<file path="src/rtl/fp16_argmax.sv">
// fp16_argmax: streaming argmax over NUM_CLASSES fp16 scores.
// One score is consumed per accepted beat; the winning class index and its
// score are published together with a single-cycle done pulse.
//
// Handshake: a beat transfers on a rising edge where score_valid && score_ready
// are both high. score_ready is a registered-state decode, so it never depends
// combinationally on score_valid. The producer must hold score stable while
// score_valid is high and the beat has not yet transferred.
module fp16_argmax #(
   parameter int NUM_CLASSES = 10,
   parameter int IDX_W       = $clog2(NUM_CLASSES)
) (
   input  logic             clk,
   input  logic             rst_n,
   input  logic             start,
   input  logic             score_valid,
   input  logic [15:0]      score,
   output logic             score_ready,
   output logic             busy,
   output logic             done,
   output logic [IDX_W-1:0] best_idx,
   output logic [15:0]      best_score
);

   localparam logic [IDX_W-1:0] LAST_IDX = IDX_W'(NUM_CLASSES - 1);

   typedef enum logic [1:0] {
      IDLE    = 2'd0,
      COLLECT = 2'd1,
      FINISH  = 2'd2
   } state_t;

   state_t           state;
   state_t           state_nxt;
   logic [IDX_W-1:0] count;
   logic [15:0]      run_score;
   logic [IDX_W-1:0] run_idx;

   logic             in_collect;
   logic             accept;
   logic             last_beat;
   logic             take;
   logic [15:0]      nxt_score;
   logic [IDX_W-1:0] nxt_idx;

   // Raw-bit fp16 ordering: sign first (+0 beats -0), then magnitude, with
   // the magnitude sense inverted for negatives. Equal bits are not greater.
   // Exponent sits above mantissa, so one 15-bit magnitude compare covers both.
   function automatic logic fp16_gt(input logic [15:0] a, input logic [15:0] b);
      logic res;
      if (a[15] != b[15])
         res = ~a[15];
      else if (a[15] == 1'b0)
         res = (a[14:0] > b[14:0]);
      else
         res = (a[14:0] < b[14:0]);
      return res;
   endfunction

   assign in_collect = (state == COLLECT);
   assign accept     = score_valid && in_collect;
   assign last_beat  = (count == LAST_IDX);

   // Running-maximum candidate for the beat being accepted this cycle.
   always_comb begin
      take      = (count == '0) || fp16_gt(score, run_score);
      nxt_score = run_score;
      nxt_idx   = run_idx;
      if (take) begin
         nxt_score = score;
         nxt_idx   = count;
      end
   end

   // State register.
   always_ff @(posedge clk or negedge rst_n) begin
      if (!rst_n)
         state <= IDLE;
      else
         state <= state_nxt;
   end

   // Next-state and state-decoded outputs.
   always_comb begin
      state_nxt   = state;
      score_ready = 1'b0;
      busy        = 1'b0;
      done        = 1'b0;
      case (state)
         IDLE: begin
            if (start)
               state_nxt = COLLECT;
         end
         COLLECT: begin
            score_ready = 1'b1;
            busy        = 1'b1;
            if (accept && last_beat)
               state_nxt = FINISH;
         end
         FINISH: begin
            busy      = 1'b1;
            done      = 1'b1;
            state_nxt = IDLE;
         end
         default: state_nxt = IDLE;
      endcase
   end

   // Beat counter, running maximum and published result. The result is
   // written on the final accept so it is already visible while done is high.
   always_ff @(posedge clk or negedge rst_n) begin
      if (!rst_n) begin
         count      <= '0;
         run_score  <= '0;
         run_idx    <= '0;
         best_idx   <= '0;
         best_score <= '0;
      end else begin
         if ((state == IDLE) && start)
            count <= '0;
         if (accept) begin
            run_score <= nxt_score;
            run_idx   <= nxt_idx;
            if (last_beat) begin
               best_idx   <= nxt_idx;
               best_score <= nxt_score;
            end else begin
               count <= count + 1'b1;
            end
         end
      end
   end

endmodule

</file>
<file path="config.mk">
export PLATFORM = sky130hd
export DESIGN_NAME = fp16_argmax
export DESIGN_NICKNAME = d
export VERILOG_FILES = /design/src/rtl/fp16_argmax.sv
export SDC_FILE = /design/constraint.sdc
export NUM_CORES = 1
export LEC_CHECK = 0
export ABC_AREA = 1
export BUFFER_PORTS_ARGS = -buffer_cell sky130_fd_sc_hd__buf_4
export CAP_MARGIN = 20
export CELL_PAD_IN_SITES_DETAIL_PLACEMENT = 1
export CELL_PAD_IN_SITES_GLOBAL_PLACEMENT = 1
export CORE_MARGIN = 3
export CORE_UTILIZATION = 42
export DETAILED_ROUTE_END_ITERATION = 8
export PLACE_DENSITY = 0.91
export SLEW_MARGIN = 10
export SYNTH_ARGS = -nofsm -noshare
export SYNTH_HDL_FRONTEND = slang
export SYNTH_SLANG_ARGS = --single-unit
</file>
<file path="constraint.sdc">
create_clock -name clk -period 2.5 [get_ports clk]
set_input_delay 0.125 -clock clk [delete_from_list [all_inputs] [get_ports clk]]
set_output_delay 0.125 -clock clk [all_outputs]
set_load 0.01 [all_outputs]
</file>
# [After elaboration in Yosys (flattened, before gate mapping)]
# Index checks and enable logic that the tools add are counted.
[classes] n_bitwise=1 n_eq_ne=6 n_reduce_logical=9 order_cmp=2 add_sub_neg=1 muxes=13
[ops] operator="16-bit 2-to-1 mux" count=1
[ops] operator="4-bit 2-to-1 mux" count=4
[ops] operator="15-bit > comparator" count=1
[ops] operator="15-bit less-than comparator" count=1
[ops] operator="1-bit 2-to-1 mux" count=5
[ops] operator="4-bit by 1-bit adder with 4-bit output (second input constant)" count=1
[ops] operator="4-bit == test (second input constant)" count=1
[ops] operator="4-bit logical NOT" count=1
[ops] operator="2-bit 2-to-1 mux" count=2
[ops] operator="2-bit one-hot mux with 2 select lines" count=1
[ops] operator="2-bit AND reduction" count=2
[ops] operator="1-bit logical AND" count=3
[ops] operator="2-bit by 1-bit == test with 1-bit output (second input constant)" count=1
[ops] operator="2-bit == test (second input constant)" count=1
[ops] operator="2-bit logical NOT" count=1
[ops] operator="2-bit by 1-bit inequality test with 1-bit output (second input constant)" count=1
[ops] operator="2-bit inequality test (second input constant)" count=1
[ops] operator="2-bit OR reduction" count=1
[ops] operator="1-bit logical OR" count=1
[ops] operator="1-bit inequality test" count=1
[ops] operator="1-bit NOT" count=1
[totals] elab_cells=38 register_bits=46 inputBits=20 out_inout_bits=23

# [Logic depth before layout (Yosys ltp)]
# Gate-level depths: netlist (run 1).
[depth] depth_word=5 depth_mapped=17 ltp_nobuf=16

# [Least setup slack after synthesis (run 1)]
# Ideal clock, no wire load.
[synth_path] path_type="reg2reg" start="register run_score[14]" end="register best_score[0]" path_buffers=1 synth_period_minus_slack_ns=1.817 setup_time_ns=0.118 arrival_ns=1.700 t_required_ns=2.382 path_slack_ns=0.683 path_stages_with_launch=17 cell_sequence="dfrtp_1 -> inv_1 -> ha_1 -> nand2_1 -> nor2_2 -> inv_1 -> nor2_2 -> nand2_1 -> nand2_1 -> nand2_1 -> nand2_2 -> nand2_4 -> nand2_8 -> buf_12 -> nand2_4 -> nand3_1 -> nand2_1"
[synth_via] elab_chain_len=5 word_cells_on_any_way=6 cone_classes="order compare (2); mux (3); reduce/logical (1)"
[synth_lines] item="from (decl)" line="36" source="logic [15:0] run_score;"
[synth_lines] item="from (signal assigned)" line="122" source="run_score <= nxt_score;"
[synth_lines] item="15-bit > comparator / 15-bit less-than comparator (equally long branches)" line="54, 56"
[synth_lines] item="1-bit 2-to-1 mux (*)" line="53" source="else if (a[15] == 1'b0)"
[synth_lines] item="1-bit 2-to-1 mux (*)" line="51" source="if (a[15] != b[15])"
[synth_lines] item="1-bit logical OR (*)" line="66" source="take = (count == '0) || fp16_gt(score, run_score);"
[synth_lines] item="16-bit 2-to-1 mux (*)" line="69" source="if (take) begin"
[synth_lines] item="to (signal assigned)" line="126" source="best_score <= nxt_score;"
[synth_lines] item="to (decl)" line="22" source="output logic [15:0] best_score"
# Mark *: on every way between the ends. The rest lies on a longest branch, timed or not.
# A chain may end at the register's enable or synchronous reset.

# [Worst setup path in the final report (run 1)]
[layout_path] start="register run_score[14]" end="register run_score[0]"
[layout_via] elab_chain_len=5 word_cells_on_any_way=6 cone_classes="order compare (2); mux (3); reduce/logical (1)"
[layout_lines] item="15-bit > comparator / 15-bit less-than comparator (equally long branches)" line="54, 56"
[layout_lines] item="1-bit 2-to-1 mux (*)" line="53"
[layout_lines] item="1-bit 2-to-1 mux (*)" line="51"
[layout_lines] item="1-bit logical OR (*)" line="66"
[layout_lines] item="16-bit 2-to-1 mux (*)" line="69"
# Marked as above.

==> results of run 1 <==
## worst register-to-register path, cell delays in order (launching register included)
cell and delay [ps]:
dfrtp_1 360, inv_1 60, ha_1 290, nand2_1 80, nor2_2 120, inv_1 50
nor2_2 130, nand2_1 70, nand2_1 70, nand2_1 110, nand2_4 270, nand2_8 150
buf_4 220, nand2_4 50, nand3_1 60, nand2_1 80
## through the flow
stage / power [mW] / instance area, sq um
2_1_floorplan: 2.747 / 2769
3_5_place_dp: 3.324 / 3131
6_report: 4.070 / 3309
5_1_grt: 4.456 / 3309
3_3_place_gp: 3.213 / 3131
4_1_cts: 3.923 / 3247
## power by group
part,leakage (nW),internal [mW],switching (mW)
Clock,0.0524,0.300,0.262
Combinational,1.27,0.901,1.37
Sequential,0.592,1.05,0.185
Total,1.92,2.25,1.82
## worst max-delay path by stage
stage,from,end,slack (ps),cells after the start
global placement,run_score[14]$_DFFE_PN0P_,best_score[10]$_DFFE_PN0P_,310,15
CTS,run_score[14]$_DFFE_PN0P_,run_score[15]$_DFFE_PN0P_,200,15
floorplan,run_score[14]$_DFFE_PN0P_,best_score[0]$_DFFE_PN0P_,680,16
detailed placement,run_score[14]$_DFFE_PN0P_,best_score[9]$_DFFE_PN0P_,260,15
finish,run_score[14]$_DFFE_PN0P_,run_score[0]$_DFFE_PN0P_,240,15
global route,run_score[14]$_DFFE_PN0P_,run_score[0]$_DFFE_PN0P_,-10,16
## cells by family (layout without fill, tap and decap cells)
family	count (synthesis)	in the layout	synth area share [%]
and+or+nand+nor	208	208	34.93
AOI/OAI and AO/OA	13	13	2.666
buffers and inverters	68	115	10.26
DFF	46	46	41.57
adders and majority gates	22	22	9.941
xor gates and xnor gates	2	2	0.6327
## Yosys cell counts
| library cell | instances | area (sq um) |
|---|---|---|
| nor2_2 | 2 | 12.51 |
| nor3_1 | 1 | 5.000 |
| nand2_2 | 1 | 6.260 |
| a21oi_1 | 6 | 30.03 |
| inv_1 | 55 | 206.5 |
| nand2_1 | 124 | 465.5 |
| clkbuf_1 | 6 | 22.52 |
| nand3_1 | 61 | 305.3 |
| buf_2 | 4 | 20.02 |
| o22ai_1 | 1 | 6.260 |
| nand2_4 | 11 | 123.9 |
| buf_12 | 1 | 20.02 |
| xnor2_1 | 2 | 17.52 |
| o21ai_0 | 4 | 20.02 |
| ha_1 | 22 | 275.3 |
| a22o_1 | 1 | 8.760 |
| nand4_1 | 1 | 6.260 |
| o32ai_1 | 1 | 8.760 |
| nand2_8 | 1 | 20.02 |
| dfrtp_1 | 46 | 1151 |
| nor2_1 | 6 | 22.52 |
| buf_4 | 2 | 15.01 |
## state kept, by name, summed over array words and instances, names as in the netlist
signal,count
best_idx,4
best_score,16
count,4
run_idx,4
run_score,16
state,2
## what timing repair did
| action | in CTS | in global routing |
|---|---|---|
| buffers inserted | 0 | 5 |
| endpoints found under the hold margin | 46 | 0 |
| resized for setup | 0 | 0 |
| hold buffers | 1 | 0 |
| setup endpoints to repair | 0 | 11 |
## layer usage
| metal | wire length (um) | share of wire (%) |
|---|---|---|
| met2 | 3486 | 49 |
| met4 | 123 | 1.7 |
| met3 | 287 | 4.1 |
| met5 | 0 | 0 |
| met1 | 3168 | 45 |
## final cells by class
type	instances	area, sq um
Fill cell	798	2856
Multi-Input combinational cell	245	1334
Sequential cell	46	1151
Timing Repair Buffer	52	417.9
Inverter	55	206.4
Tap cell	75	93.84
Clock buffer	7	76.32
Clock inverter	1	30.03
==> run summary, run 1 <==
Clk Latency, worst-skew pair -> 300 ps
clk sink count -> 46
Worst Skew -> 6.077 ps
core area -> 0.006166 sq mm
pwr dens -> 1230 mW/mm^2
final hold vios -> 0
Post-Syn Nets -> 401
Die ar. -> 0.007603 sq mm
total of max-cap violations -> 0
final setup fails -> 0
fmax -> 0.4433 GHz
pre-CTS WS -> 261.2 ps
Via density -> 5.110
met3 Usage GRT -> 3.595%
DR iter-0 viols -> 93
routability cong. -> 0.7961
clk buf depth -> 2
Initial Util -> 44.91%
#FFs+latches synth -> 46
cell chain of the critical path -> inv_1 > ha_1 > nand2_1 > nor2_2 > inv_1 > nor2_2 > nand2_1 > nand2_1 > nand2_1 > nand2_4 > nand2_8 > buf_4 > nand2_4 > nand3_1 > nand2_1
Detailed Route WL -> 7066 um
grt ovf -> 0
R2R setup slack -> 240 ps
Tot GR Track Use -> 19.78%
highest-count cells in the layout ignoring fill and taps -> 124 x nand2_1, 61 x nand3_1, 55 x inv_1
WS Path Type -> reg -> reg
hold crit path type -> in -> reg
Hold Startpoint -> start
post-synthesis average cell area -> 7.713 sq um
Relative slew margins -> 43.25%
first drt pass iteration count -> 4
Worst R2R Start -> run_score[14]$_DFFE_PN0P_
Area Growth Syn to Fin -> 19.52%
via count -> 2458
CTS tree -> built
H-tree depth -> 2
Static Leak -> 1.920 nW
Detail Route Antenna Nets -> 0
endpoint type of the worst setup path -> flop
met1 Usage GRT -> 24.93%
critical path's slowest cell -> dfrtp_1
commonest non-fill, non-tap cell in the layout -> nand2_1
DRC viols -> 0
outcome -> finished, final reports clean
DP Wirelength -> 4825 um
Worst Path Buf+Inv -> 3
number of library cell types mapped by synthesis -> 22
layout cells sized above 1 -> 17.73%
Non-Filler Instances -> 481
period utilisation layout -> 90.24%
Yosys warnings -> 0
clk root buf -> clkbuf_8
first-pass GRT wire length -> 11920 um
CTS buffer count -> 5
NumNets Final -> 447
Arr. time, crit path -> 2500 ps
die height -> 87.20 um
Top-Level Pins -> 43
CP Data Required Time -> 2740 ps
critical path launch point type -> flop
n_diodes -> 0
setup ws final -> 244.0 ps
Core Util, Final -> 53.67%
delay-heaviest family, CP -> simple AND/OR/NAND/NOR gates
Worst path max stage delay -> 360 ps
actual slew at the worst max-slew pin -> 850.3 ps
Row Count -> 28
GRT Max-Usage Layer -> met2
maximum fanout along the worst path -> 21
number of buffers added on ports -> 42
Post-Place Cells -> 467
Worst path most repeated cell -> nand2_1
Reg-to-Reg End -> run_score[0]$_DFFE_PN0P_
sequential area share after synthesis -> 41.57%
Worst R2R Path Depth -> 15
hold path endpoint -> count[2]$_DFF_PN0_
setup TNS -> 0 ps
Post-Syn Area -> 0.002769 sq mm
initial antenna violation count -> 0
Hold WS -> 120.2 ps
Routed WL per cell -> 14.69 um
met2 track demand over resource -> 34.71%
chip width -> 87.20 um
Post-Syn Instances -> 359
Max Slew Vio Count -> 0
largest net degree at the start of global routing -> 47
hold path depth -> 4
Tmin final -> 2256 ps
Clk pin slew, worst setup/hold paths -> 90 ps
vias in the first global route -> 2584
Max VDD drop -> 0.5895 mV
Note: power is estimated with default switching activity, not from simulation.
==> run 2: changes to the inputs <==
--- a/config.mk
+++ b/config.mk
@@ -8,12 +8,10 @@
 export ABC_AREA = 1
 export BUFFER_PORTS_ARGS = -buffer_cell sky130_fd_sc_hd__buf_4
 export CAP_MARGIN = 20
-export CELL_PAD_IN_SITES_DETAIL_PLACEMENT = 1
-export CELL_PAD_IN_SITES_GLOBAL_PLACEMENT = 1
 export CORE_MARGIN = 3
-export CORE_UTILIZATION = 42
+export CORE_UTILIZATION = 45
 export DETAILED_ROUTE_END_ITERATION = 8
-export PLACE_DENSITY = 0.91
+export PLACE_DENSITY = 0.77
 export SLEW_MARGIN = 10
 export SYNTH_ARGS = -nofsm -noshare
 export SYNTH_HDL_FRONTEND = slang
==> run summary, run 2 (synthesized netlist as in run 1, its figures left out) <==
Top-Level Pins -> 43
area of the multi-input gates -> 0.001334 sq mm
clk root buf -> clkbuf_8
Max Slew Vio Count -> 0
Top Registers -> best_score x16, run_score x16
switching power -> 1.687 mW
CP Data Required Time -> 2690 ps
hold crit path type -> in -> reg
endpoint type of the worst setup path -> flop
clk buf depth -> 2
fmax -> 0.4580 GHz
Reg power frac -> 33.4%
Detail Route Antenna Nets -> 0
GRT Max-Usage Layer -> met2
Fillers -> 543
WS Path Type -> reg -> reg
Relative slew margins -> 50.76%
pwr dens -> 1141 mW/mm^2
Die ar. -> 0.007130 sq mm
vias in the first global route -> 2327
highest-count cells in the layout ignoring fill and taps -> 124 x nand2_1, 61 x nand3_1, 55 x inv_1
total of max-cap violations -> 0
maximum fanout along the worst path -> 21
DRC viols -> 0
critical path's slowest cell -> dfrtp_1
combinational power share -> 54.5%
period utilisation layout -> 87.34%
met3 Usage GRT -> 4.024%
Arr. time, crit path -> 2380 ps
Initial Util -> 48.21%
via count -> 2349
clk sink count -> 46
routability cong. -> 0.7605
chip width -> 84.44 um
Worst path most repeated cell -> nand2_1
switching share of power -> 46.06%
critical path launch point type -> flop
DR iter-0 viols -> 226
Via density -> 4.987
Tmin final -> 2184 ps
Worst path max stage delay -> 360 ps
actual slew at the worst max-slew pin -> 737.9 ps
layout cells sized above 1 -> 16.79%
initial antenna violation count -> 0
die height -> 84.44 um
n_diodes -> 0
Clk pin slew, worst setup/hold paths -> 90 ps
clock share of power -> 12.1%
unrepaired setup endpoints after global routing -> no
grt ovf -> 0
Worst Skew -> 7.522 ps
Routed WL per cell -> 12.58 um
met1 Usage GRT -> 23.58%
met2 track demand over resource -> 30.13%
Detailed Route WL -> 5923 um
largest net degree at the start of global routing -> 47
Max VDD drop -> 0.4953 mV
H-tree depth -> 2
Core Util, Final -> 55.86%
P_int -> 1.975 mW
Static Leak -> 1.872 nW
CTS buffer count -> 5
CTS tree -> built
Area Growth Syn to Fin -> 15.86%
Tot GR Track Use -> 17.95%
FF+latch area -> 0.001151 sq mm
first drt pass iteration count -> 5
final hold vios -> 0
core area -> 0.005743 sq mm
Row Count -> 27
Clk Latency, worst-skew pair -> 300 ps
outcome -> finished, final reports clean
NumNets Final -> 441
final setup fails -> 0
first-pass GRT wire length -> 10510 um
DP Wirelength -> 4146 um
post_cts resized -> 0
number of buffers added on ports -> 42
cell chain of the critical path -> inv_1 > ha_1 > nand2_1 > nor2_2 > inv_1 > nor2_2 > nand2_1 > nand2_1 > nand2_1 > nand2_2 > nand2_4 > nand2_8 > nand2_1 > nand3_1 > nand2_1
setup TNS -> 0 ps
commonest non-fill, non-tap cell in the layout -> nand2_1
-- run 2: critical path, delay by kind of cell (launching register included) --
| family | cells | cell delay, ps |
|---|---|---|
| buf+inv | 2 | 110 |
| flops | 1 | 360 |
| fa+ha+maj | 1 | 280 |
| simple gates | 12 | 1310 |
-- run 2: final timing paths --
kind / startpoint / endpoint / slack [ps] / depth (start not counted)
min reg2reg: run_score[11]$_DFFE_PN0P_ / run_score[11]$_DFFE_PN0P_ / 490 / 2
min in group asynchronous: rst_n / run_score[4]$_DFFE_PN0P_ / 380 / 2
max in group asynchronous: rst_n / best_score[11]$_DFFE_PN0P_ / 1730 / 2
max: run_score[14]$_DFFE_PN0P_ / best_score[15]$_DFFE_PN0P_ / 320 / 15
min: start / count[2]$_DFF_PN0_ / 130 / 4
max reg2reg: run_score[14]$_DFFE_PN0P_ / best_score[15]$_DFFE_PN0P_ / 320 / 15
-- run 2: power by group through the flow --
stage | combinational [mW] | clock (mW) | sequential [mW]
4_1_cts | 2.02 | 0.454 | 1.22
3_3_place_gp | 1.94 | 0 | 1.23
6_report | 2.00 | 0.442 | 1.22
5_1_grt | 2.28 | 0.489 | 1.27
2_1_floorplan | 1.49 | 0 | 1.26
3_5_place_dp | 2.01 | 0 | 1.23
-- run 2: routing by layer --
metal,vias to the layer above,part of all wire (%)
li1,1196,-
met1,1100,45
met2,48,49
met3,5,5.0
met4,0,0.81
met5,-,0
-- run 2: final cells by class --
class | count | area share (%)
flip-flops and latches | 46 | 35.88
inverters | 55 | 6.435
well taps | 72 | 2.808
multi-input cells | 245 | 41.58
clock buffers | 5 | 2.145
clock inverters | 2 | 0.3120
repair buffers | 46 | 10.84
-- run 2: through the flow --
stage / instances / worst slack [ps] / hold WS, ps / area (sq um) / power, mW
6_report: 471 / 316.4 / 131.8 / 3208 / 3.662
5_1_grt: 471 / 59.56 / 142.4 / 3208 / 4.037
4_1_cts: 471 / 305.8 / 128.5 / 3208 / 3.695
3_5_place_dp: 463 / 311.4 / 182.5 / 3119 / 3.243
3_3_place_gp: 463 / 364.5 / 169.0 / 3119 / 3.169
2_1_floorplan: 359 / 682.8 / -170.6 / 2769 / 2.747
-- run 2: repair_timing --
item | in CTS | in global routing
hold buffers | 1 | 0
setup endpoints to repair | 0 | 0
hold endpoints to repair | 46 | 0
buffers inserted | 0 | 0
==> run 3: changes to the inputs <==
--- a/config.mk
+++ b/config.mk
@@ -6,12 +6,12 @@
 export NUM_CORES = 1
 export LEC_CHECK = 0
 export ABC_AREA = 1
-export BUFFER_PORTS_ARGS = -buffer_cell sky130_fd_sc_hd__buf_4
 export CAP_MARGIN = 20
 export CORE_MARGIN = 3
 export CORE_UTILIZATION = 45
 export DETAILED_ROUTE_END_ITERATION = 8
-export PLACE_DENSITY = 0.77
+export DONT_BUFFER_PORTS = 1
+export PLACE_DENSITY = 0.73
 export SLEW_MARGIN = 10
 export SYNTH_ARGS = -nofsm -noshare
 export SYNTH_HDL_FRONTEND = slang
==> constraint.sdc (replaced) <==
create_clock -name clk -period 1.76 [get_ports clk]
set_input_delay 0.088 -clock clk [delete_from_list [all_inputs] [get_ports clk]]
set_output_delay 0.088 -clock clk [all_outputs]
set_load 0.01 [all_outputs]
==> run summary, run 3 (synthesized netlist as in run 1, its figures left out) <==
Area Growth Syn to Fin -> 30.23%
initial antenna violation count -> 0
highest-count cells in the layout ignoring fill and taps -> 110 x nand2_1, 46 x dfrtp_1, 45 x inv_1
combinational power share -> 61.6%
Worst R2R Path Depth -> 13
Max Slew Vio Count -> 0
Row Count -> 27
core area -> 0.005743 sq mm
P_int -> 3.495 mW
failing checks -> setup timing
Non-Filler Instances -> 465
pre-CTS WS -> -247.7 ps
die height -> 84.44 um
final setup fails -> 40
first drt pass iteration count -> 4
largest net degree at the start of global routing -> 47
clock share of power -> 9.9%
clk buf depth -> 2
Clk pin slew, worst setup/hold paths -> 100 ps
vias in the first global route -> 2418
total power draw -> 6.573 mW
outcome -> finished, violations left
WS Path Type -> reg -> reg
pwr dens -> 1823 mW/mm^2
final instance area -> 0.003606 sq mm
crit path capture -> run_score[6]$_DFFE_PN0P_
switching share of power -> 46.83%
final hold vios -> 0
Die ar. -> 0.007130 sq mm
n_diodes -> 0
area of the multi-input gates -> 0.001713 sq mm
commonest non-fill, non-tap cell in the layout -> nand2_1
DRC viols -> 0
routability cong. -> 0.8242
CTS buffer count -> 5
endpoint type of the worst setup path -> flop
actual slew at the worst max-slew pin -> 368.7 ps
R2R setup slack -> -260 ps
hold crit path type -> in -> reg
setup ws final -> -257.3 ps
Worst R2R Start -> run_score[14]$_DFFE_PN0P_
Top Registers -> best_score x16, run_score x16
Hold WS -> 8.366 ps
total of max-cap violations -> 0
Reg power frac -> 28.4%
Static Leak -> 1.893 nW
Core Util, Final -> 62.79%
layout cells sized above 1 -> 32.57%
maximum fanout along the worst path -> 6
H-tree depth -> 2
setup TNS -> -8803 ps
number of buffers added on ports -> 0
DP Wirelength -> 4588 um
CP Data Required Time -> 1950 ps
Detailed Route WL -> 7017 um
clk sink count -> 46
Critical Path Source -> run_score[14]$_DFFE_PN0P_
Post-Place Cells -> 443
Fillers -> 452
Relative slew margins -> 75.36%
period utilisation layout -> 114.6%
NumNets Final -> 434
Tot GR Track Use -> 18.96%
Worst Skew -> 13.50 ps
Tmin final -> 2017 ps
FF+latch area -> 0.001151 sq mm
via count -> 2438
Detail Route Antenna Nets -> 0
Post-DP Area -> 0.003007 sq mm
CTS tree -> built
fmax -> 0.4957 GHz
first-pass GRT wire length -> 11020 um
clk root buf -> clkbuf_8
Max VDD drop -> 0.9067 mV
DR iter-0 viols -> 68
Via density -> 5.243
Clk Latency, worst-skew pair -> 300 ps
grt ovf -> 0
switching power -> 3.078 mW
Routed WL per cell -> 15.09 um
Arr. time, crit path -> 2210 ps
Top-Level Pins -> 43
Initial Util -> 48.21%
critical path launch point type -> flop
unrepaired setup endpoints after global routing -> yes
Reg-to-Reg End -> run_score[6]$_DFFE_PN0P_
chip width -> 84.44 um
-- run 3: cell types whose count changed in the layout (fill, tap and decap cells not counted), sizes merged --
cell | before | now
buf | 45 | 36
clkbuf | 5 | 6
dlygate4sd3 | 1 | 2
nand2 | 137 | 138
-- run 3: area by class of cell --
| class | instances | area share (%) |
|---|---|---|
| multi-input cells | 246 | 47.50 |
| flip-flops and latches | 46 | 31.92 |
| repair buffers | 38 | 9.958 |
| inverters | 55 | 5.725 |
| well taps | 72 | 2.498 |
| clock buffers | 6 | 2.012 |
| clock inverters | 2 | 0.3817 |
-- run 3: power by group through the flow --
stage	sequential (mW)	combinational [mW]	clock, mW
5_1_grt	1.92	4.46	0.720
6_report	1.87	4.05	0.653
3_5_place_dp	1.87	2.98	0
3_3_place_gp	1.85	2.90	0
2_1_floorplan	1.79	2.11	0
4_1_cts	1.86	3.38	0.676
-- run 3: worst min-delay path by stage --
| stage | startpoint | endpoint | slack, ps | depth (start not counted) |
|---|---|---|---|---|
| floorplan | rst_n | best_idx[0]$_DFFE_PN0P_ | -210 | 0 |
| global placement | rst_n | best_score[3]$_DFFE_PN0P_ | -210 | 0 |
| detailed placement | rst_n | best_score[3]$_DFFE_PN0P_ | -210 | 0 |
| CTS | score[7] | best_score[7]$_DFFE_PN0P_ | 9 | 4 |
| global route | start | state[1]$_DFFE_PN0P_ | 20 | 2 |
| finish | score[11] | best_score[11]$_DFFE_PN0P_ | 8 | 4 |
-- run 3: layer usage --
metal  global-route usage (%)  part of all wire (%)
met4                    5.612                   2.4
met5                        0                     0
met2                    33.64                    51
met3                    6.281                   6.0
met1                    21.69                    40
-- run 3: repair_timing --
item / 4_1_cts / 5_1_grt
hold buffers: 3 / 0
gates cloned: 1 / 1
pin swaps: 15 / 24
hold endpoints to repair: 47 / 0
setup endpoints to repair: 40 / 42
buffers inserted: 4 / 5
gates resized for setup: 30 / 52
-- run 3: worst max-delay path: stages, from the launching register on --
cell and delay, ps:
dfrtp_1 410, inv_2 90, ha_4 210, a21oi_1 190, nand2_1 90, a21oi_2 120, nand2_2 80, nand2_2 90
nand2_4 80, nand2_8 120, buf_4 160, nand3_1 100, nand3_1 110, nand2_1 60
